File: src/rtl/sdr_wb_pkg.sv
// Shared types and constants for the Wishbone burst master feeding the SDRAM controller.
// Holds the control FSM state encoding, the Wishbone cycle-type codes and default bus widths.
// Also provides the burst-length helper used when a command is accepted.
package sdr_wb_pkg;

  typedef enum logic [1:0] {
    ST_IDLE   = 2'd0,
    ST_BUS    = 2'd1,
    ST_FINISH = 2'd2
  } state_e;

  localparam logic [2:0] CTI_CLASSIC = 3'b000;
  localparam logic [2:0] CTI_INCR    = 3'b010;
  localparam logic [2:0] CTI_EOB     = 3'b111;

  localparam int DEF_DW = 32;
  localparam int DEF_AW = 26;

  // A zero beat count means a single beat.
  function automatic logic [7:0] eff_beats(input logic [7:0] bl);
    return (bl == 8'd0) ? 8'd1 : bl;
  endfunction

endpackage

File: src/rtl/wb_watchdog.sv
// Stall watchdog: counts cycles while enabled, flags expiry when the count sits at TIMEOUT-1.
// Latency: expire is combinational from the count and enable; count updates each clock.
// No backpressure; clear has priority over counting.
module wb_watchdog #(
  parameter int TIMEOUT = 1024
) (
  input  logic clk_i,
  input  logic rst_i,
  input  logic clr,
  input  logic en,
  output logic expire
);

  localparam int CW = $clog2(TIMEOUT);
  localparam logic [CW-1:0] LAST = CW'(TIMEOUT - 1);

  logic [CW-1:0] cnt_q, cnt_d;

  // Next count: clear wins, otherwise count up while enabled and stop at the terminal value.
  always_comb begin
    cnt_d = cnt_q;
    if (clr) begin
      cnt_d = '0;
    end else if (en && (cnt_q != LAST)) begin
      cnt_d = cnt_q + 1'b1;
    end
  end

  // Count register.
  always_ff @(posedge clk_i or posedge rst_i) begin
    if (rst_i) begin
      cnt_q <= '0;
    end else begin
      cnt_q <= cnt_d;
    end
  end

  assign expire = en && (cnt_q == LAST);

endmodule

File: src/rtl/wb_burst_master.sv
// Wishbone burst master: turns word-addressed read/write burst commands into incrementing Wishbone cycles.
// Latency: strobe one cycle after command accept; done two cycles after the final ack (reads).
// Backpressure: cmd_ready only in IDLE; wdat_ready only when no beat is pending on the bus or it is being acked.
module wb_burst_master
  import sdr_wb_pkg::*;
#(
  parameter int DW      = DEF_DW,
  parameter int AW      = DEF_AW,
  parameter int TIMEOUT = 1024
) (
  input  logic            wb_clk_i,
  input  logic            wb_rst_i,
  input  logic            cmd_valid,
  output logic            cmd_ready,
  input  logic            cmd_we,
  input  logic [AW-1:0]   cmd_addr,
  input  logic [7:0]      cmd_bl,
  input  logic            wdat_valid,
  output logic            wdat_ready,
  input  logic [DW-1:0]   wdat,
  output logic            rdat_valid,
  output logic [DW-1:0]   rdat,
  output logic            done,
  output logic            err,
  output logic            wb_stb_i,
  output logic            wb_cyc_i,
  output logic            wb_we_i,
  output logic [AW-1:0]   wb_addr_i,
  output logic [DW-1:0]   wb_dat_i,
  output logic [DW/8-1:0] wb_sel_i,
  output logic [2:0]      wb_cti_i,
  input  logic            wb_ack_o,
  input  logic [DW-1:0]   wb_dat_o
);

  localparam int SW = DW / 8;

  state_e          state_q, state_d;
  logic            cyc_q, cyc_d;
  logic            stb_q, stb_d;
  logic            we_q, we_d;
  logic [AW-1:0]   addr_q, addr_d;
  logic [DW-1:0]   dat_q, dat_d;
  logic [SW-1:0]   sel_q, sel_d;
  logic [2:0]      cti_q, cti_d;
  logic [DW-1:0]   rdat_q, rdat_d;
  logic            rdat_vld_q, rdat_vld_d;
  logic            done_q, done_d;
  logic            err_q, err_d;
  logic [7:0]      rem_q, rem_d;       // beats still to be acked
  logic [7:0]      ld_rem_q, ld_rem_d; // write beats still to be loaded
  logic            single_q, single_d; // burst is one beat long (classic cycle)
  logic            abort_q, abort_d;   // FINISH was reached through the watchdog

  logic            cmd_hs;
  logic            wdat_hs;
  logic            ack_beat;
  logic            last_beat;
  logic            wd_clr;
  logic            wd_expire;
  logic            abort;
  logic [7:0]      cmd_beats;

  assign cmd_ready  = (state_q == ST_IDLE);
  assign cmd_hs     = cmd_valid && cmd_ready;
  assign wdat_ready = (state_q == ST_BUS) && we_q && (ld_rem_q != 8'd0) && (!stb_q || wb_ack_o);
  assign wdat_hs    = wdat_valid && wdat_ready;
  // An ack only counts while a beat is actually being strobed.
  assign ack_beat   = stb_q && wb_ack_o;
  assign last_beat  = (rem_q == 8'd1);
  assign cmd_beats  = eff_beats(cmd_bl);

  // The watchdog only runs against a strobed beat; an ack in the expiry cycle still completes it.
  assign wd_clr = (state_q != ST_BUS) || wb_ack_o;
  assign abort  = wd_expire && !wb_ack_o;

  wb_watchdog #(
    .TIMEOUT(TIMEOUT)
  ) u_watchdog (
    .clk_i (wb_clk_i),
    .rst_i (wb_rst_i),
    .clr   (wd_clr),
    .en    (stb_q),
    .expire(wd_expire)
  );

  // Next-state and next-output logic for the burst FSM.
  always_comb begin
    state_d    = state_q;
    cyc_d      = cyc_q;
    stb_d      = stb_q;
    we_d       = we_q;
    addr_d     = addr_q;
    dat_d      = dat_q;
    sel_d      = sel_q;
    cti_d      = cti_q;
    rdat_d     = rdat_q;
    rdat_vld_d = 1'b0;
    done_d     = 1'b0;
    err_d      = 1'b0;
    rem_d      = rem_q;
    ld_rem_d   = ld_rem_q;
    single_d   = single_q;
    abort_d    = abort_q;

    unique case (state_q)
      ST_IDLE: begin
        if (cmd_hs) begin
          state_d  = ST_BUS;
          we_d     = cmd_we;
          addr_d   = cmd_addr;
          rem_d    = cmd_beats;
          ld_rem_d = cmd_we ? cmd_beats : 8'd0;
          single_d = (cmd_beats == 8'd1);
          abort_d  = 1'b0;
          cyc_d    = 1'b1;
          // Reads strobe immediately; writes wait for their first data beat.
          if (!cmd_we) begin
            stb_d = 1'b1;
            sel_d = {SW{1'b1}};
            cti_d = (cmd_beats == 8'd1) ? CTI_CLASSIC : CTI_INCR;
          end
        end
      end

      ST_BUS: begin
        if (ack_beat) begin
          rem_d = rem_q - 8'd1;
          if (!we_q) begin
            rdat_d     = wb_dat_o;
            rdat_vld_d = 1'b1;
          end
          if (last_beat) begin
            cyc_d   = 1'b0;
            stb_d   = 1'b0;
            sel_d   = '0;
            state_d = ST_FINISH;
          end else begin
            addr_d = addr_q + 1'b1;
            if (!we_q) begin
              cti_d = (rem_q == 8'd2) ? CTI_EOB : CTI_INCR;
            end else begin
              // Write wait state unless a new beat is loaded below in this same cycle.
              stb_d = 1'b0;
              sel_d = '0;
            end
          end
        end else if (abort) begin
          cyc_d   = 1'b0;
          stb_d   = 1'b0;
          sel_d   = '0;
          abort_d = 1'b1;
          state_d = ST_FINISH;
        end

        // Loading a write beat (re)asserts the strobe with the matching cycle type.
        if (wdat_hs) begin
          dat_d    = wdat;
          stb_d    = 1'b1;
          sel_d    = {SW{1'b1}};
          ld_rem_d = ld_rem_q - 8'd1;
          if (single_q) begin
            cti_d = CTI_CLASSIC;
          end else begin
            cti_d = (ld_rem_q == 8'd1) ? CTI_EOB : CTI_INCR;
          end
        end
      end

      ST_FINISH: begin
        done_d  = 1'b1;
        err_d   = abort_q;
        abort_d = 1'b0;
        state_d = ST_IDLE;
      end

      default: begin
        state_d = ST_IDLE;
      end
    endcase
  end

  // Burst FSM state and all registered bus/user outputs.
  always_ff @(posedge wb_clk_i or posedge wb_rst_i) begin
    if (wb_rst_i) begin
      state_q    <= ST_IDLE;
      cyc_q      <= 1'b0;
      stb_q      <= 1'b0;
      we_q       <= 1'b0;
      addr_q     <= '0;
      dat_q      <= '0;
      sel_q      <= '0;
      cti_q      <= CTI_CLASSIC;
      rdat_q     <= '0;
      rdat_vld_q <= 1'b0;
      done_q     <= 1'b0;
      err_q      <= 1'b0;
      rem_q      <= 8'd0;
      ld_rem_q   <= 8'd0;
      single_q   <= 1'b0;
      abort_q    <= 1'b0;
    end else begin
      state_q    <= state_d;
      cyc_q      <= cyc_d;
      stb_q      <= stb_d;
      we_q       <= we_d;
      addr_q     <= addr_d;
      dat_q      <= dat_d;
      sel_q      <= sel_d;
      cti_q      <= cti_d;
      rdat_q     <= rdat_d;
      rdat_vld_q <= rdat_vld_d;
      done_q     <= done_d;
      err_q      <= err_d;
      rem_q      <= rem_d;
      ld_rem_q   <= ld_rem_d;
      single_q   <= single_d;
      abort_q    <= abort_d;
    end
  end

  assign wb_cyc_i   = cyc_q;
  assign wb_stb_i   = stb_q;
  assign wb_we_i    = we_q;
  assign wb_addr_i  = addr_q;
  assign wb_dat_i   = dat_q;
  assign wb_sel_i   = sel_q;
  assign wb_cti_i   = cti_q;
  assign rdat       = rdat_q;
  assign rdat_valid = rdat_vld_q;
  assign done       = done_q;
  assign err        = err_q;

endmodule

File: config.mk
export PLATFORM = sky130hd
export DESIGN_NAME = wb_burst_master
export DESIGN_NICKNAME = d
export VERILOG_FILES = /design/src/rtl/sdr_wb_pkg.sv /design/src/rtl/wb_watchdog.sv /design/src/rtl/wb_burst_master.sv
export SDC_FILE = /design/constraint.sdc
export NUM_CORES = 1
export LEC_CHECK = 0
export ABC_CLOCK_PERIOD_IN_PS = 10300
export CAP_MARGIN = 20
export CORE_MARGIN = 2
export CORE_UTILIZATION = 50
export CTS_CLUSTER_SIZE = 16
export DETAILED_ROUTE_END_ITERATION = 10
export GPL_TIMING_DRIVEN = 1
export PLACE_DENSITY_LB_ADDON = 0.05
export SLEW_MARGIN = 20
export SYNTH_ARGS = -nofsm -noshare
export SYNTH_HDL_FRONTEND = slang
export SYNTH_SLANG_ARGS = --single-unit
File: constraint.sdc
create_clock -name wb_clk_i -period 10.3 [get_ports wb_clk_i]
set_input_delay 1.545 -clock wb_clk_i [delete_from_list [all_inputs] [get_ports wb_clk_i]]
set_output_delay 1.545 -clock wb_clk_i [all_outputs]
set_load 0.1 [all_outputs]
==> results_dict.tcl, run 1 <==
set metrics [dict create \
    status "finished clean" \
    grt_antenna_before_repair 0 \
    cts_buffer_depth 2 \
    groute.usage.overall_pct 25.0 \
    clock-skew-final_ns 0.0105 \
    post_route_clock_period_utilization_pct 50.6 \
    syn_inst 578 \
    synth_seq_area_share_pct 51.9 \
    yosys.area_share.xor_xnor_pct 0.993 \
    final_period_minus_worst_setup_slack_ns 5.21 \
    vias_in_the_first_global_route 5355 \
    worstReg2RegStart "rem_q[1]" \
    numClockSinks 128 \
    drt_wl_total_um 16100 \
    startpoint_type "primary input" \
    timing.reg2reg.worst_path_depth 7 \
    holdCritPathClass "reg2reg" \
    fmax_mhz 192 \
    floorplan.die.width_um 115 \
    post_cts_setup_inserts 0 \
    max_stage_delay_ns 1.17 \
    final-max-slew-violation-count 0 \
    via_count 5405 \
    critPathRequiredTime_ns 8.76 \
    grt_setup_unrepaired "false" \
    cts.repair.resized 0 \
    synthDominantAreaCellType "sky130_fd_sc_hd__dfrtp_1" \
    r2r_setup_slack_ns 7.80 \
    floorplan.core_area_mm2 0.0120 \
    timing.critical_path.to_type "output port" \
    combinational_family_with_the_most_area_after_synthesis "compound AO/OA/AOI/OAI gates" \
    first_iter_violations 456 \
    seq_cells_post_synth 128 \
    cp_max_fo 8 \
    detail-route-antenna-nets 0 \
    hold_viol 0 \
    synth.avg_cell_area_um2 10.7 \
    die_height_um 115 \
    critical_path.top_delay_family "buffers and inverters" \
    remaining_drc_errors 0 \
    drt_first_pass_iters 6 \
    cp_cell_sequence "clkdlybuf4s50_1, o21ai_0, nor3_1, clkdlybuf4s50_1" \
    syn-cell-area_mm2 0.00617 \
    worstHoldEndpoint "err" \
    synth-simple-area-share_pct 13.9 \
    timing.max_cap.violations 0 \
    complex_gate_fraction_of_the_synthesized_area_pct 15.2 \
    vias_per_cell 5.81 \
    grt_pass1_wl_um 26000 \
    r2r_end "wb_addr_i[15]" \
    synth_fa_ha_area_share_pct 1.62 \
    clock_slew_seen_by_the_registers_of_the_worst_setup_and_hold_paths_ns 0.06 \
    synth_top_flop_cell "sky130_fd_sc_hd__dfrtp_1" \
    tritoncts "yes" \
    arrival_time_of_data_at_the_critical_path_endpoint_ns 3.66 \
    timing.critical_path.buf_inv 2 \
    mostFrequentLayoutCells "sky130_fd_sc_hd__clkdlybuf4s50_1 (208), sky130_fd_sc_hd__dfrtp_1 (128), sky130_fd_sc_hd__mux2_2 (66)" \
    cts_hold_buf 0 \
    initial_standard_cell_utilization_of_the_core_pct 51.4 \
    setup_violations 0 \
    area_share_of_the_largest_cell_type_after_synthesis_pct 51.9 \
    grt_start_max_net_pins 72 \
    yosys_warnings 0 \
    antenna_cells 0 \
    synth_enable_flop_cells 0 \
    place_congestion 0.840 \
    numCtsBuffers 17 \
    final.setup.tns_ns 0 \
    critPathKind "in2out" \
    layout-drive-gt1-share_pct 14.9 \
    place.detailed.hpwl_um 11400 \
    die-area_mm2 0.0133 \
    worst_hold_path_stage_count 1 \
    synth_area_leaders "sky130_fd_sc_hd__dfrtp_1 (52%), sky130_fd_sc_hd__mux2_2 (12%), sky130_fd_sc_hd__a21oi_1 (4.3%)" \
    finalNetCount 883 \
    cts-root-buf "sky130_fd_sc_hd__clkbuf_16" \
    hold_start "abort_q" \
    layout-area-overhead-vs-synth_pct 43.5 \
    worst_path_max_delay_cell "sky130_fd_sc_hd__clkdlybuf4s50_1" \
    port-buffer-count 208 \
    cts-htree-levels 4 \
    grt_remaining_overflow 0 \
    placement_rows 40 \
    maxSlewHeadroom_pct 30.1 \
    syn-num-nets 690 \
    synth_cell_type_count 56 \
    post_synthesis_mux_area_share_pct 12.5 \
    synthArstFlopShare_pct 100 \
    pre_cts_slack_ns 5.10 \
    critical_path.most_common_cell "sky130_fd_sc_hd__clkdlybuf4s50_1" \
    worst_slew_pin_tran_ns 1.04 \
    ios 209 \
    insertion_delay_ns 0.42 \
    routedWlPerCell_um 17.3 \
    timing.final.ws_setup_ns 5.09 \
    layout.cells.most_common "sky130_fd_sc_hd__clkdlybuf4s50_1" \
]
-- state kept, by name (all words and copies together), names as in the netlist --
| name | flops |
|---|---|
| done | 1 |
| rem_q | 8 |
| wb_cyc_i | 1 |
| ld_rem_q | 8 |
| wb_cti_i | 2 |
| single_q | 1 |
| abort_q | 1 |
| u_watchdog.cnt_q | 10 |
| wb_dat_i | 32 |
| wb_sel_i | 1 |
| state_q | 2 |
| wb_addr_i | 26 |
| wb_we_i | 1 |
| err | 1 |
| rdat | 32 |
| rdat_valid | 1 |
-- kinds of logic after synthesis --
kind of cell	count (synthesis)
xor+xnor	7
mux	69
flops	128
compound gates	151
buf+inv	53
simple gates	162
fa+ha+maj	8
-- cells in the mapped netlist (all sizes together), types with 3 or more instances --
cell type    n
o2bb2ai      3
nor3        17
xor2         3
inv         15
and2         5
a2bb2oi      8
a31oi        7
o31ai        3
nor2        35
o22ai       12
buf         30
o22a         3
nand2       38
and3         8
o21ai       39
ha           8
clkbuf       8
mux2        66
dfrtp      128
a21o         3
nor4         7
nand4       12
xnor2        4
a21oi       53
nand3       18
or3          7
a22oi        4
mux2i        3
-- worst max-delay path by stage --
stage,startpoint,to,cells after the start
5_1_grt,wb_ack_o,wdat_ready,4
4_1_cts,wb_ack_o,wdat_ready,4
2_1_floorplan,wb_ack_o,wdat_ready,3
6_report,wb_ack_o,wdat_ready,4
3_5_place_dp,wb_ack_o,wdat_ready,4
3_3_place_gp,wb_ack_o,wdat_ready,4
-- layout make-up --
cell class / count / area [um2]
well taps: 147 / 184
clock buffers: 17 / 425
fillers: 871 / 3150
repair buffers: 212 / 2110
clock inverters: 15 / 138
flip-flops and latches: 128 / 3200
inverters: 15 / 58.8
multi-input cells: 397 / 2740
-- layer usage --
layer,vias to the layer above,GRT usage (%),wire [um]
li1,2498,-,-
met1,2635,32.2,6650
met2,247,39.1,7740
met3,25,9.07,1460
met4,0,8.67,289
met5,-,0,0
-- stage by stage --
step	cell area [um2]	util, %	cells	hold slack [ns]
CTS	8860	73.8	931	0.495
global route	8860	73.8	931	0.515
detailed placement	8300	69.1	899	0.475
finish	8860	73.8	931	0.500
floorplan	6170	-	578	0.446
global placement	8300	69.1	899	0.475
Power of run 1 is not shown: default switching activity piles up to over one toggle a cycle in this logic, so the estimate is an artifact.
==> run 2: changes to the inputs <==
--- a/config.mk
+++ b/config.mk
@@ -5,10 +5,10 @@
 export SDC_FILE = /design/constraint.sdc
 export NUM_CORES = 1
 export LEC_CHECK = 0
-export ABC_CLOCK_PERIOD_IN_PS = 10300
+export ABC_CLOCK_PERIOD_IN_PS = 4950
 export CAP_MARGIN = 20
 export CORE_MARGIN = 2
-export CORE_UTILIZATION = 50
+export CORE_UTILIZATION = 46
 export CTS_CLUSTER_SIZE = 16
 export DETAILED_ROUTE_END_ITERATION = 10
 export GPL_TIMING_DRIVEN = 1
==> constraint.sdc (replaced) <==
create_clock -name wb_clk_i -period 4.95 [get_ports wb_clk_i]
set_input_delay 0.7425 -clock wb_clk_i [delete_from_list [all_inputs] [get_ports wb_clk_i]]
set_output_delay 0.7425 -clock wb_clk_i [all_outputs]
set_load 0.1 [all_outputs]
==> run 2 against run 1 <==
Net effect: setup slack got worse by 3.2 ns; core utilization fell by 5.9 points; cell area up 0.99%; hold slack worse by 0.0024 ns; highest routed layer unchanged; critical path depth shrank 3; die area rose by 8.4%; final cell count grew 3.1%; critical path type is now reg2out; sequential cell count is the same; global-route usage decreased by 1.5 points.
==> results_dict.tcl, run 2 (same netlist as run 1, synthesis figures left out) <==
set metrics [dict create \
    groute.usage.overall_pct 23.4 \
    cp_max_fo 14 \
    layout-drive-gt1-share_pct 14.5 \
    remaining_drc_errors 0 \
    drt_first_pass_iters 5 \
    max_stage_delay_ns 1.24 \
    drt_wl_total_um 16400 \
    port-buffer-count 208 \
    cts.repair.resized 0 \
    worstReg2RegStart "wb_sel_i[2]" \
    vias_in_the_first_global_route 5308 \
    post_route_clock_period_utilization_pct 60.8 \
    place_congestion 0.821 \
    cts_buffer_depth 2 \
    holdCritPathClass "reg2reg" \
    vias_per_cell 5.62 \
    die-area_mm2 0.0144 \
    clock-skew-final_ns 0.00937 \
    cp_cell_sequence "clkdlybuf4s50_1" \
    cts-htree-levels 4 \
    tritoncts "yes" \
    cts_hold_buf 0 \
    numCtsBuffers 17 \
    final_period_minus_worst_setup_slack_ns 3.01 \
    cts-root-buf "sky130_fd_sc_hd__clkbuf_16" \
    place.detailed.hpwl_um 11500 \
    clock_slew_seen_by_the_registers_of_the_worst_setup_and_hold_paths_ns 0.05 \
    initial_standard_cell_utilization_of_the_core_pct 46.8 \
    ios 209 \
    startpoint_type "flip-flop" \
    die_height_um 120 \
    arrival_time_of_data_at_the_critical_path_endpoint_ns 2.27 \
    setup_violations 0 \
    mostFrequentLayoutCells "sky130_fd_sc_hd__clkdlybuf4s50_1 (207), sky130_fd_sc_hd__dfrtp_1 (128), sky130_fd_sc_hd__mux2_2 (66)" \
    final-max-slew-violation-count 0 \
    critPathKind "reg2out" \
    critical_path.top_delay_family "buffers and inverters" \
    floorplan.core_area_mm2 0.0132 \
    numClockSinks 128 \
    layout.cells.most_common "sky130_fd_sc_hd__clkdlybuf4s50_1" \
    grt_setup_unrepaired "false" \
    grt_antenna_before_repair 0 \
    finalNetCount 884 \
    timing.critical_path.buf_inv 1 \
    floorplan.die.width_um 120 \
    worst_slew_pin_tran_ns 1.02 \
    placement_rows 42 \
    grt_start_max_net_pins 72 \
    status "finished clean" \
    worst_setup_path_startpoint "wb_sel_i[2]" \
    layout-area-overhead-vs-synth_pct 44.9 \
    post_cts_setup_inserts 0 \
    critPathRequiredTime_ns 4.21 \
    maxSlewHeadroom_pct 31.9 \
    timing.critical_path.to_type "output port" \
    place_inst 929 \
    detail-route-antenna-nets 0 \
    worst_path_max_delay_cell "sky130_fd_sc_hd__clkdlybuf4s50_1" \
    grt_pass1_wl_um 26400 \
    routedWlPerCell_um 17.1 \
    via_count 5395 \
    final.setup.tns_ns 0 \
    antenna_cells 0 \
    hold_viol 0 \
    hold_start "abort_q" \
    first_iter_violations 646 \
    insertion_delay_ns 0.42 \
    timing.max_cap.violations 0 \
    layoutNonFillerInstCount 960 \
    fmax_mhz 332 \
    grt_remaining_overflow 0 \
]
-- run 2: cell count changes in the layout (fill, tap and decap cells not counted), sizes merged --
| cell | change |
|---|---|
| clkbuf | +9 |
| clkinvlp | -6 |
| clkinv | -3 |
| inv | -3 |
| buf | +2 |
| bufinv | +2 |
| clkdlybuf4s50 | -1 |
-- run 2: final cells by class --
cell class,instances,area [um2]
well taps,176,220
repair buffers,213,2120
fillers,1008,4240
flip-flops and latches,128,3200
inverters,15,58.8
multi-input cells,397,2740
clock buffers,26,509
clock inverters,5,100
-- run 2: worst paths after layout --
kind | to | slack [ns] | cells after the start
worst max-delay path | wb_sel_i[3] | 1.94 | 1
worst min register to register | err | 0.50 | 1
worst min-delay path | err | 0.50 | 1
min in group asynchronous | rdat[1] | 0.70 | 2
worst max register to register | wb_cti_i[1] | 2.50 | 5
max in group asynchronous | wb_dat_i[1] | 3.25 | 3
-- run 2: through the flow --
step | utilization [%] | hold WS [ns] | setup WS [ns] | cell area, um2
after floorplan | - | 0.446 | 0.795 | 6170
after global placement | 63.2 | 0.482 | 1.91 | 8340
after detailed placement | 63.2 | 0.469 | 1.85 | 8340
after CTS | 67.8 | 0.499 | 1.92 | 8950
after global routing | 67.8 | 0.510 | 1.85 | 8950
final | 67.8 | 0.497 | 1.94 | 8950
-- run 2: per-layer routing --
metal,wire [um],track usage [%],vias up,share of wire (%)
met1,6760,30.0,2623,41
li1,-,-,2492,-
met4,337,9.41,0,2.1
met3,1370,6.75,27,8.3
met5,0,0,-,0
met2,7910,37.6,253,48
Power of run 2 is left out for the same reason.
==> run 3: changes to the inputs <==
--- a/config.mk
+++ b/config.mk
@@ -5,10 +5,10 @@
 export SDC_FILE = /design/constraint.sdc
 export NUM_CORES = 1
 export LEC_CHECK = 0
-export ABC_CLOCK_PERIOD_IN_PS = 4950
+export ABC_CLOCK_PERIOD_IN_PS = 2450
 export CAP_MARGIN = 20
 export CORE_MARGIN = 2
-export CORE_UTILIZATION = 46
+export CORE_UTILIZATION = 42
 export CTS_CLUSTER_SIZE = 16
 export DETAILED_ROUTE_END_ITERATION = 10
 export GPL_TIMING_DRIVEN = 1
==> constraint.sdc (replaced) <==
create_clock -name wb_clk_i -period 2.45 [get_ports wb_clk_i]
set_input_delay 0.3675 -clock wb_clk_i [delete_from_list [all_inputs] [get_ports wb_clk_i]]
set_output_delay 0.3675 -clock wb_clk_i [all_outputs]
set_load 0.1 [all_outputs]
==> run 3 against run 2 <==
Net effect: final cell count up 2.7%; sequential share of layout area increased by 0.31 points; register-to-register slack worse by 2.2 ns; cell area down 0.71%; clock skew increased by 0.00076 ns; via count rose by 0.87%; first-iteration DRC count is 46% lower; setup slack lost 1.7 ns; highest routed layer unchanged.
==> results_dict.tcl, run 3 (same netlist as run 1, synthesis figures left out) <==
set metrics [dict create \
    vias_per_cell 5.52 \
    tritoncts "yes" \
    die-area_mm2 0.0157 \
    first_iter_violations 348 \
    layout-area-overhead-vs-synth_pct 43.9 \
    drt_wl_total_um 16700 \
    groute.usage.overall_pct 21.6 \
    critPathKind "reg2out" \
    place_congestion 0.847 \
    pre_cts_slack_ns 0.171 \
    die_height_um 125 \
    port-buffer-count 208 \
    final.setup.tns_ns 0 \
    hold_viol 0 \
    post_route_clock_period_utilization_pct 88.8 \
    grt_remaining_overflow 0 \
    insertion_delay_ns 0.42 \
    ios 209 \
    holdCritPathClass "in2async" \
    setup_violations 0 \
    clock-skew-final_ns 0.0101 \
    drt_first_pass_iters 4 \
    layout.cells.most_common "sky130_fd_sc_hd__dfrtp_1" \
    routedWlPerCell_um 16.9 \
    cp_max_fo 6 \
    placement_rows 44 \
    post-route-cell-area_mm2 0.00888 \
    fmax_mhz 460 \
    timing.max_cap.violations 0 \
    antenna_cells 0 \
    timing.final.ws_setup_ns 0.275 \
    numCtsBuffers 17 \
    arrival_time_of_data_at_the_critical_path_endpoint_ns 1.81 \
    initial_standard_cell_utilization_of_the_core_pct 42.8 \
    final-max-slew-violation-count 0 \
    timing.critical_path.to_type "output port" \
    grt_pass1_wl_um 27200 \
    grt_antenna_before_repair 0 \
    startpoint_type "flip-flop" \
    maxSlewHeadroom_pct 50.7 \
    via_count 5442 \
    cts-root-buf "sky130_fd_sc_hd__clkbuf_16" \
    mostFrequentLayoutCells "sky130_fd_sc_hd__dfrtp_1 (124), sky130_fd_sc_hd__buf_4 (122), sky130_fd_sc_hd__clkdlybuf4s50_1 (103)" \
    numClockSinks 128 \
    worst_slew_pin_tran_ns 0.733 \
    grt_setup_unrepaired "false" \
    place.detailed.hpwl_um 12000 \
    final_period_minus_worst_setup_slack_ns 2.18 \
    vias_in_the_first_global_route 5355 \
    finalNetCount 901 \
    layout-drive-gt1-share_pct 30.5 \
    placement.cell_area_mm2 0.00830 \
    grt_start_max_net_pins 60 \
    critPathRequiredTime_ns 2.08 \
    floorplan.die.width_um 125 \
    cts_hold_buf 0 \
    clock_slew_seen_by_the_registers_of_the_worst_setup_and_hold_paths_ns 0.06 \
    cts-htree-levels 4 \
    floorplan.core_area_mm2 0.0144 \
    status "finished clean" \
    remaining_drc_errors 0 \
    cts_buffer_depth 2 \
    detail-route-antenna-nets 0 \
]
==> run 3: changes by cell type in the layout (fill, tap and decap cells not counted), moves of 2 or more <==
cell / before / now
sky130_fd_sc_hd__buf_4: 6 / 122
sky130_fd_sc_hd__clkdlybuf4s50_1: 207 / 103
sky130_fd_sc_hd__buf_12: 0 / 5
sky130_fd_sc_hd__clkinvlp_4: 0 / 5
sky130_fd_sc_hd__dfrtp_1: 128 / 124
sky130_fd_sc_hd__dfrtp_2: 0 / 4
sky130_fd_sc_hd__clkbuf_1: 4 / 2
sky130_fd_sc_hd__clkbuf_8: 5 / 3
sky130_fd_sc_hd__clkinv_2: 2 / 4
==> run 3: per-layer routing <==
layer	vias to the layer above	GRT usage (%)	wire length, um
met2	215	34.7	8100
met1	2652	27.8	7060
li1	2549	-	-
met3	26	6.42	1260
met5	-	0	0
met4	0	7.65	280
==> run 3: final timing paths <==
| check | from | end | slack [ns] | cells past startpoint |
|---|---|---|---|---|
| worst max register to register | rem_q[1] | wb_addr_i[9] | 0.35 | 8 |
| worst min register to register | wb_dat_i[9] | wb_dat_i[9] | 0.50 | 1 |
| max in group asynchronous | wb_rst_i | wb_dat_i[14] | 1.49 | 3 |
| min in group wb_clk_i | wb_dat_i[9] | wb_dat_i[9] | 0.50 | 1 |
| worst max-delay path | ld_rem_q[4] | wdat_ready | 0.27 | 4 |
| worst min-delay path | wb_rst_i | rdat[1] | 0.28 | 2 |
==> run 3: final cells by class <==
type | instances | area (um2)
multi-input combinational | 397 | 2750
timing repair buffer | 230 | 2050
clock inverter | 10 | 110
fill | 1253 | 5540
clock buffer | 22 | 474
sequential | 128 | 3210
inverter | 15 | 60.1
tap | 184 | 230
==> run 3: worst max-delay path, cell delays in order (launching register included) <==
cell,delay (ns)
sky130_fd_sc_hd__dfrtp_1,0.44
sky130_fd_sc_hd__nor4_2,0.30
sky130_fd_sc_hd__and3_1,0.40
sky130_fd_sc_hd__nor3_4,0.07
sky130_fd_sc_hd__buf_12,0.18
==> run 3: metrics by stage <==
| stage | util (%) | hold slack (ns) | instances |
|---|---|---|---|
| after floorplan | - | 0.446 | 578 |
| after global placement | 57.5 | 0.489 | 954 |
| after detailed placement | 57.5 | 0.496 | 954 |
| after CTS | 61.6 | 0.275 | 986 |
| after global routing | 61.6 | 0.284 | 986 |
| final | 61.6 | 0.277 | 986 |
==> run 3: timing repair <==
item | 4_1_cts | 5_1_grt
buffers inserted | 0 | 0
gates resized for setup | 0 | 1
endpoints found under the setup margin | 0 | 1
Power of run 3 is left out for the same reason.
